### src/rtl/rr_grant_arbiter8_pkg.sv
// Shared definitions for the 8-way round-robin grant arbiter:
// requester count, index width, FSM encoding and the rotating search.
package rr_grant_arbiter8_pkg;

    localparam int N_REQ = 8;
    localparam int IDX_W = 3;

    typedef logic [IDX_W-1:0] idx_t;

    typedef enum logic {
        IDLE  = 1'b0,
        GRANT = 1'b1
    } state_t;

    typedef struct packed {
        logic found;
        idx_t idx;
    } pick_t;

    // First set bit of req scanning ptr, ptr+1, ... with wrap modulo 8.
    function automatic pick_t rr_pick(input logic [N_REQ-1:0] req, input idx_t ptr);
        pick_t p;
        idx_t  cand;
        p = '0;
        for (int k = 0; k < N_REQ; k++) begin
            cand = ptr + idx_t'(k);
            if (!p.found && req[cand]) begin
                p.found = 1'b1;
                p.idx   = cand;
            end
        end
        return p;
    endfunction

endpackage

### src/rtl/grant_dec3to8.sv
// 3-to-8 one-hot decoder with active-high enable, built from two enabled
// 2-to-4 halves selected by idx[2]; sel[0] is the MSB position.
module grant_dec3to8
    import rr_grant_arbiter8_pkg::*;
(
    input  logic [IDX_W-1:0] idx,
    input  logic             en,
    output logic [0:N_REQ-1] sel
);

    logic [0:3] lo;
    logic [0:3] hi;

    // NOTE: every combinational output gets a default first so no path
    // leaves it unassigned, which would otherwise infer a latch.
    always_comb begin
        lo = '0;
        hi = '0;
        if (en && !idx[2]) lo[idx[1:0]] = 1'b1;
        if (en &&  idx[2]) hi[idx[1:0]] = 1'b1;
    end

    assign sel = {lo, hi};

endmodule

### src/rtl/rr_grant_arbiter8.sv
// Round-robin arbiter for one resource shared by 8 requesters, with a
// hold-time limit that forces rotation only when someone else is waiting.
module rr_grant_arbiter8
    import rr_grant_arbiter8_pkg::*;
#(
    parameter  int MAX_HOLD = 4,
    localparam int CW       = $clog2(MAX_HOLD + 1)
) (
    input  logic             clk,
    input  logic             reset,
    input  logic [7:0]       req,
    output logic [0:7]       gnt,
    output logic [2:0]       gnt_idx,
    output logic             gnt_valid
);

    localparam logic [CW-1:0] HOLD_MAX = CW'(MAX_HOLD);

    state_t        state;
    idx_t          rr_ptr;
    logic [CW-1:0] hold_cnt;

    logic [N_REQ-1:0] candidates;
    pick_t            pick;
    logic             owner_req;
    logic             take;
    logic             drop;

    // While granted, the owner is masked out so a preemption can never
    // re-select it; on release its request bit is already low anyway.
    always_comb begin
        owner_req  = req[gnt_idx];
        candidates = req;
        if (state == GRANT) candidates = req & ~(N_REQ'(1) << gnt_idx);
        pick = rr_pick(candidates, rr_ptr);
        take = 1'b0;
        drop = 1'b0;
        if (state == IDLE) begin
            take = pick.found;
        end else if (!owner_req) begin
            take = pick.found;
            drop = !pick.found;
        end else if (hold_cnt == HOLD_MAX) begin
            take = pick.found;
        end
    end

    // NOTE: state registers use non-blocking assignments so every flop
    // samples the pre-edge values, independent of statement order.
    always_ff @(posedge clk) begin
        if (reset) begin
            state     <= IDLE;
            rr_ptr    <= '0;
            hold_cnt  <= '0;
            gnt_idx   <= '0;
            gnt_valid <= 1'b0;
        end else if (take) begin
            state     <= GRANT;
            gnt_idx   <= pick.idx;
            gnt_valid <= 1'b1;
            hold_cnt  <= CW'(1);
            rr_ptr    <= pick.idx + idx_t'(1);
        end else if (drop) begin
            state     <= IDLE;
            gnt_idx   <= '0;
            gnt_valid <= 1'b0;
            hold_cnt  <= '0;
        end else if (state == GRANT && hold_cnt != HOLD_MAX) begin
            hold_cnt  <= hold_cnt + CW'(1);
        end
    end

    grant_dec3to8 u_dec (
        .idx (gnt_idx),
        .en  (gnt_valid),
        .sel (gnt)
    );

endmodule

### config.mk
export PLATFORM = sky130hd
export DESIGN_NAME = rr_grant_arbiter8
export DESIGN_NICKNAME = d
export VERILOG_FILES = /design/src/rtl/rr_grant_arbiter8_pkg.sv /design/src/rtl/grant_dec3to8.sv /design/src/rtl/rr_grant_arbiter8.sv
export SDC_FILE = /design/constraint.sdc
export NUM_CORES = 1
export LEC_CHECK = 0
export ABC_AREA = 1
export CORE_UTILIZATION = 52
export CTS_CLUSTER_SIZE = 25
export DETAILED_ROUTE_END_ITERATION = 7
export GPL_ROUTABILITY_DRIVEN = 0
export PLACE_DENSITY = 0.9
export SLEW_MARGIN = 20
export SYNTH_ARGS = -nofsm -noshare
export SYNTH_HDL_FRONTEND = slang
export SYNTH_SLANG_ARGS = --single-unit
### constraint.sdc
create_clock -name clk -period 8.22 [get_ports clk]
set_input_delay 1.644 -clock clk [delete_from_list [all_inputs] [get_ports clk]]
set_output_delay 1.644 -clock clk [all_outputs]
set_load 0.02 [all_outputs]
======== After elaboration in Yosys (flattened, before gate mapping) ========
Cells that the tools add are included.
storage, ports and cells
  flip-flop bits (word level) ............. 10
  bits of input ports ..................... 10
  output and inout port bits .............. 12
cells by class
  add/subtract/negate cells ............... 9
  magnitude comparators ................... 11
  equal/unequal tests ..................... 2
  shifts and indexed selects .............. 1
  muxes and demuxes ....................... 43
  bitwise logic cells ..................... 3
  reduce and logical (&&, ||, !) cells .... 23
operator list
  kind                   count
  $mux W4                10
  $lt A3 B4 Y1 const B   9
  $bmux W1 S3            9
  $mux W1                20
  $add A3 B3 Y3 const B  4
  $logic_and A1 B1 Y1    11
  $add A3 B1 Y3 const B  3
  $logic_not A1 Y1       9
  $and A8 B8 Y8          1
  $mux W8                1
  $not A8 Y8             1
  $shl A1 B3 Y8 const A  1
  $add A3 B2 Y3 const B  2
  $mux W3                2
  $eq A3 B3 Y1 const B   1
  $ge A3 B3 Y1 const B   1
  $lt A3 B1 Y1 const B   1
  $ne A3 B3 Y1 const B   1
  $not A2 Y3             1
  $reduce_bool A3 Y1     1
  $reduce_or A3 Y1       1
  $demux W1 S2           1
  $reduce_bool A2 Y1     1

======== Depth between registers and ports, before layout ========
  depth after elaboration ................. 33
  mapped depth ............................ 21

======== By module ========
A second synthesis with hierarchy kept.
unflattened totals
  cell total of the unflattened synthesis .. 245
  area, all modules ....................... 1,547.7 sq um
by module, submodules not included
  module             times used  cells an instance  area an instance (sq um)
  rr_grant_arbiter8  1           228                1,483.9
  grant_dec3to8      1           17                 63.8

======== Worst setup path after synthesis ========
Ideal clock, no wire load.
  path kind ............................... in2reg
  start ................................... in req[4]
  end ..................................... reg rr_ptr[1]
  library setup time ...................... 0.125 ns
  data arrival time ....................... 3.225 ns
  path slack .............................. 4.870 ns
  cell stages on the path ................. 14
  path buffers ............................ 0
  path through ............................ nand3_1 -> nand3_2 -> nand3_2 -> nand2_4 -> nor2_8 -> nand4_4 -> nor2_4 -> nand3_2 -> clkinv_1 -> nand2_1 -> and2_1 -> ha_1 -> o21ai_0 -> a21oi_1
between the ends
  word-level cells in the longest chain between the ends .. 29
  elaborated cells between the ends (all ways) .. 46
  those cells by class .................... add/sub: 1; mux: 30; bitwise: 1; reduce/logical: 14
RTL lines
  item                                                    line                     source
  start, declared                                         rr_grant_arbiter8.sv:11  input logic [7:0] req,
  branches (longest 29 deep; another with $and A8 B8 Y8)  -
  end signal, assigned                                    rr_grant_arbiter8.sv:62  rr_ptr <= pick.idx + idx_t'(1);
  end, declared                                           rr_grant_arbiter8.sv:20  idx_t rr_ptr;
Several ways; the timed one is not identified. The select of a mux whose other input is x is not followed.
A chain may end at the register's enable or synchronous reset.

======== Worst setup path after layout ========
  start ................................... in req[0]
  end ..................................... reg rr_ptr[1]
Same word-level chain as after synthesis.

==> reports/qor.yml <==
final_core_utilization_pct: 66.3
synthMuxAreaShare_pct: 0
result_of_the_run: "completed"
worst_path_clk_slew_ns: 0.07
detail_route.wirelength_um: 3390
cts_tree: "done"
post-place-ws_ns: 4.17
synthArstFlopShare_pct: 0
post_synth_fa_ha_maj_area_fraction_pct: 4.47
synth_top_area_cell: "nand2_1"
end_kind: "register"
criticalPathCategory: "primary input to register"
rows: 18
timing.final.crit_period_ns: 3.76
power.ir.vdd_worst_v: 0.000307
timing.slew.headroom_pct: 70.9
final_nets: 275
worstReg2RegEnd: "rr_ptr[1]"
tns_ns: 0
finalHoldViolCount: 0
drt_iter0_drc: 56
synth_ff_type: "dfxtp_1"
synth.yosys.seq_area_share_pct: 14.3
total_drc_errors_in_the_routed_layout: 0
unrepaired_setup_endpoints_after_global_routing: "false"
max_cap_viol: 0
number_of_instances_on_the_worst_hold_path: 2
clkSinkCount: 10
synth_xor_xnor_area_share_pct: 3.13
vias_per_cell: 5.31
r2r_slack_ns: 4.83
grt_pass1_vias: 1388
holdPathEnd: "gnt_idx[2]"
post_cts_resized: 0
port_buffers: 21
post-synth-top-area-fraction_pct: 14.5
root_buffer: "clkbuf_4"
num-fill-cells: 237
syn-cell-area_um2: 1400
cts.repair_timing.setup_buffer_count: 0
reg2reg_from: "rr_ptr[0]"
leakagePower_nw: 0.871
detailed_place_hpwl_um: 2760
vias: 1535
grt_max_degree: 12
cts_hold_repair.buffers: 0
reg2regPathDepth: 16
die_boundary_width_um: 53.9
fraction_of_the_cycle_the_final_worst_path_needs_pct: 45.8
cp_slowest_stage_delay_ns: 0.45
yosysUniqueCellTypes: 29
grt_first_pass_wirelength_um: 5580
skew_ns: 0.00237
timing_max_transition_violations_final: 0
globalRouteOverflowTotal: 0
post-synth-top-count-cell: "nand2_1"
die_y_um: 53.9
required_time_worst_endpoint_ns: 8.38
timing.hold.worst.class: "register to register"
timing.critical_path.cells: "clkdlybuf4s50_1, nand3_1, nand3_1, nand3_2, nand2_4, nor2_8, nand4_4, nor2_4, nand3_2, clkinv_1, nand2_1, and2_1, ha_1, o21ai_0, a21oi_1"
holdCritStartpoint: "gnt_idx[2]"
antenna_found_initial: 0
dieArea_um2: 2900
worst_slack_ns: 4.46
yosysWarningCount: 0
synth_simple_gate_area_share_pct: 54.3
areaGrowthSynthToFinish_pct: 18.5
placedInstanceArea_um2: 1620
synth_edf_count: 0
compound_gate_fraction_of_synth_area_pct: 8.86
h-tree-depth: 1
synth_common_cells: "nand2_1, inv_1, nand3_1"
ys_seq_elements: 10
fp.coreArea_um2: 2500
max_slew.worst_pin.slew_ns: 0.436
io_pins: 22
initial_core_util_pct: 56.0
worstPathMaxFanout: 5
gr-usage-all-layers_pct: 26.4
synthTopCellsByArea: "nand2_1, dfxtp_1, nand3_1"
insertedDiodeCount: 0
drt_first_pass_iters: 4
wl_per_cell_um: 11.7
synth_top_family_by_area: "simple AND/OR/NAND/NOR gates"
cts_made_buffers: 3
syn-mean-instance-area_um2: 5.88
worst_skew_pair.late_latency_ns: 0.27
postSynthNetCount: 253
max-clock-path-buffers: 2
postSynthCellCount: 238
critPathSlowestCell: "clkdlybuf4s50_1"
timing.critical_path.arrival_ns: 3.92
layout-drive-gt1-share_pct: 12.4
power.density_nw_per_um2: 406
worst_setup_path_start_kind: "primary input"
postRouteAntennaNets: 0
fin_area_um2: 1660
finalSetupViolations: 0
fmax_mhz: 266
-- worst max-delay path, delay by kind of cell --
family,cells,cell delay [ns]
and+or+nand+nor,10,1.23
adders and majority gates,1,0.27
buffers and inverters,2,0.53
AOI/OAI and AO/OA,2,0.24
-- power breakdown --
part           total [mW]  switching, mW  internal (mW)
clock              0.0459         0.0189         0.0270
sequential         0.0877         0.0266         0.0611
combinational       0.539          0.355          0.185
total               0.673          0.400          0.273
-- flip-flops by register name (all words and copies together) (netlist names) --
signal	count
hold_cnt	3
rr_ptr	3
state	1
gnt_idx	3
-- layout by cell type (no fill, tap or decap), types with 2 or more instances in the layout --
cell type	netlist	layout
inv_2	5	5
o21ai_1	2	2
nor2_1	19	19
ha_1	5	5
nand3_2	8	8
nor2_2	4	4
nor2_4	3	3
nand3_1	38	38
clkdlybuf4s50_1	0	21
nand2_4	4	4
xor2_1	4	4
nand2_1	54	54
nor3_1	4	4
a21oi_1	8	8
inv_1	42	42
clkinv_1	2	2
o21ai_0	10	10
nand4_1	3	3
clkbuf_4	0	3
dfxtp_1	10	10
-- per-layer routing --
metal / up-vias / track usage, % / routed length [um]
met5: - / 0 / 0
met4: 0 / 5.70 / 23
met3: 2 / 0.847 / 150
met2: 49 / 50.8 / 1690
met1: 687 / 31.6 / 1530
li1: 797 / - / -
-- cell type report --
cell class,count,area (um^2),share of cell area (%)
clock buffer,4,36.3,2.19
inverter,49,184,11.1
multi-input combinational,175,990,59.7
sequential,10,200,12.1
tap,30,37.5,2.26
timing repair buffer,21,210,12.7
-- kinds of logic after synthesis --
kind of cell | Yosys count
AND/OR/NAND/NOR | 142
buffers and inverters | 53
AO/OA/AOI/OAI | 23
flip-flops | 10
XOR/XNOR | 5
adder cells (fa/ha/maj) | 5
-- how the worst max path moves through the flow --
stage / startpoint / endpoint / slack, ns / depth (start not counted)
finish: req[0] / rr_ptr[1] / 4.46 / 15
global route: req[4] / rr_ptr[1] / 4.24 / 15
CTS: req[0] / rr_ptr[1] / 4.46 / 15
detailed placement: req[4] / rr_ptr[1] / 4.17 / 15
global placement: req[4] / rr_ptr[1] / 4.23 / 15
floorplan: req[4] / rr_ptr[1] / 4.87 / 14
-- per-stage QoR --
stage	hold slack, ns	power (mW)	instances
2_1_floorplan	0.507	0.514	238
3_3_place_gp	0.525	0.604	285
3_5_place_dp	0.559	0.619	285
4_1_cts	0.569	0.669	289
5_1_grt	0.598	0.747	289
6_report	0.567	0.673	289
Note: power is estimated with default switching activity, not from simulation.
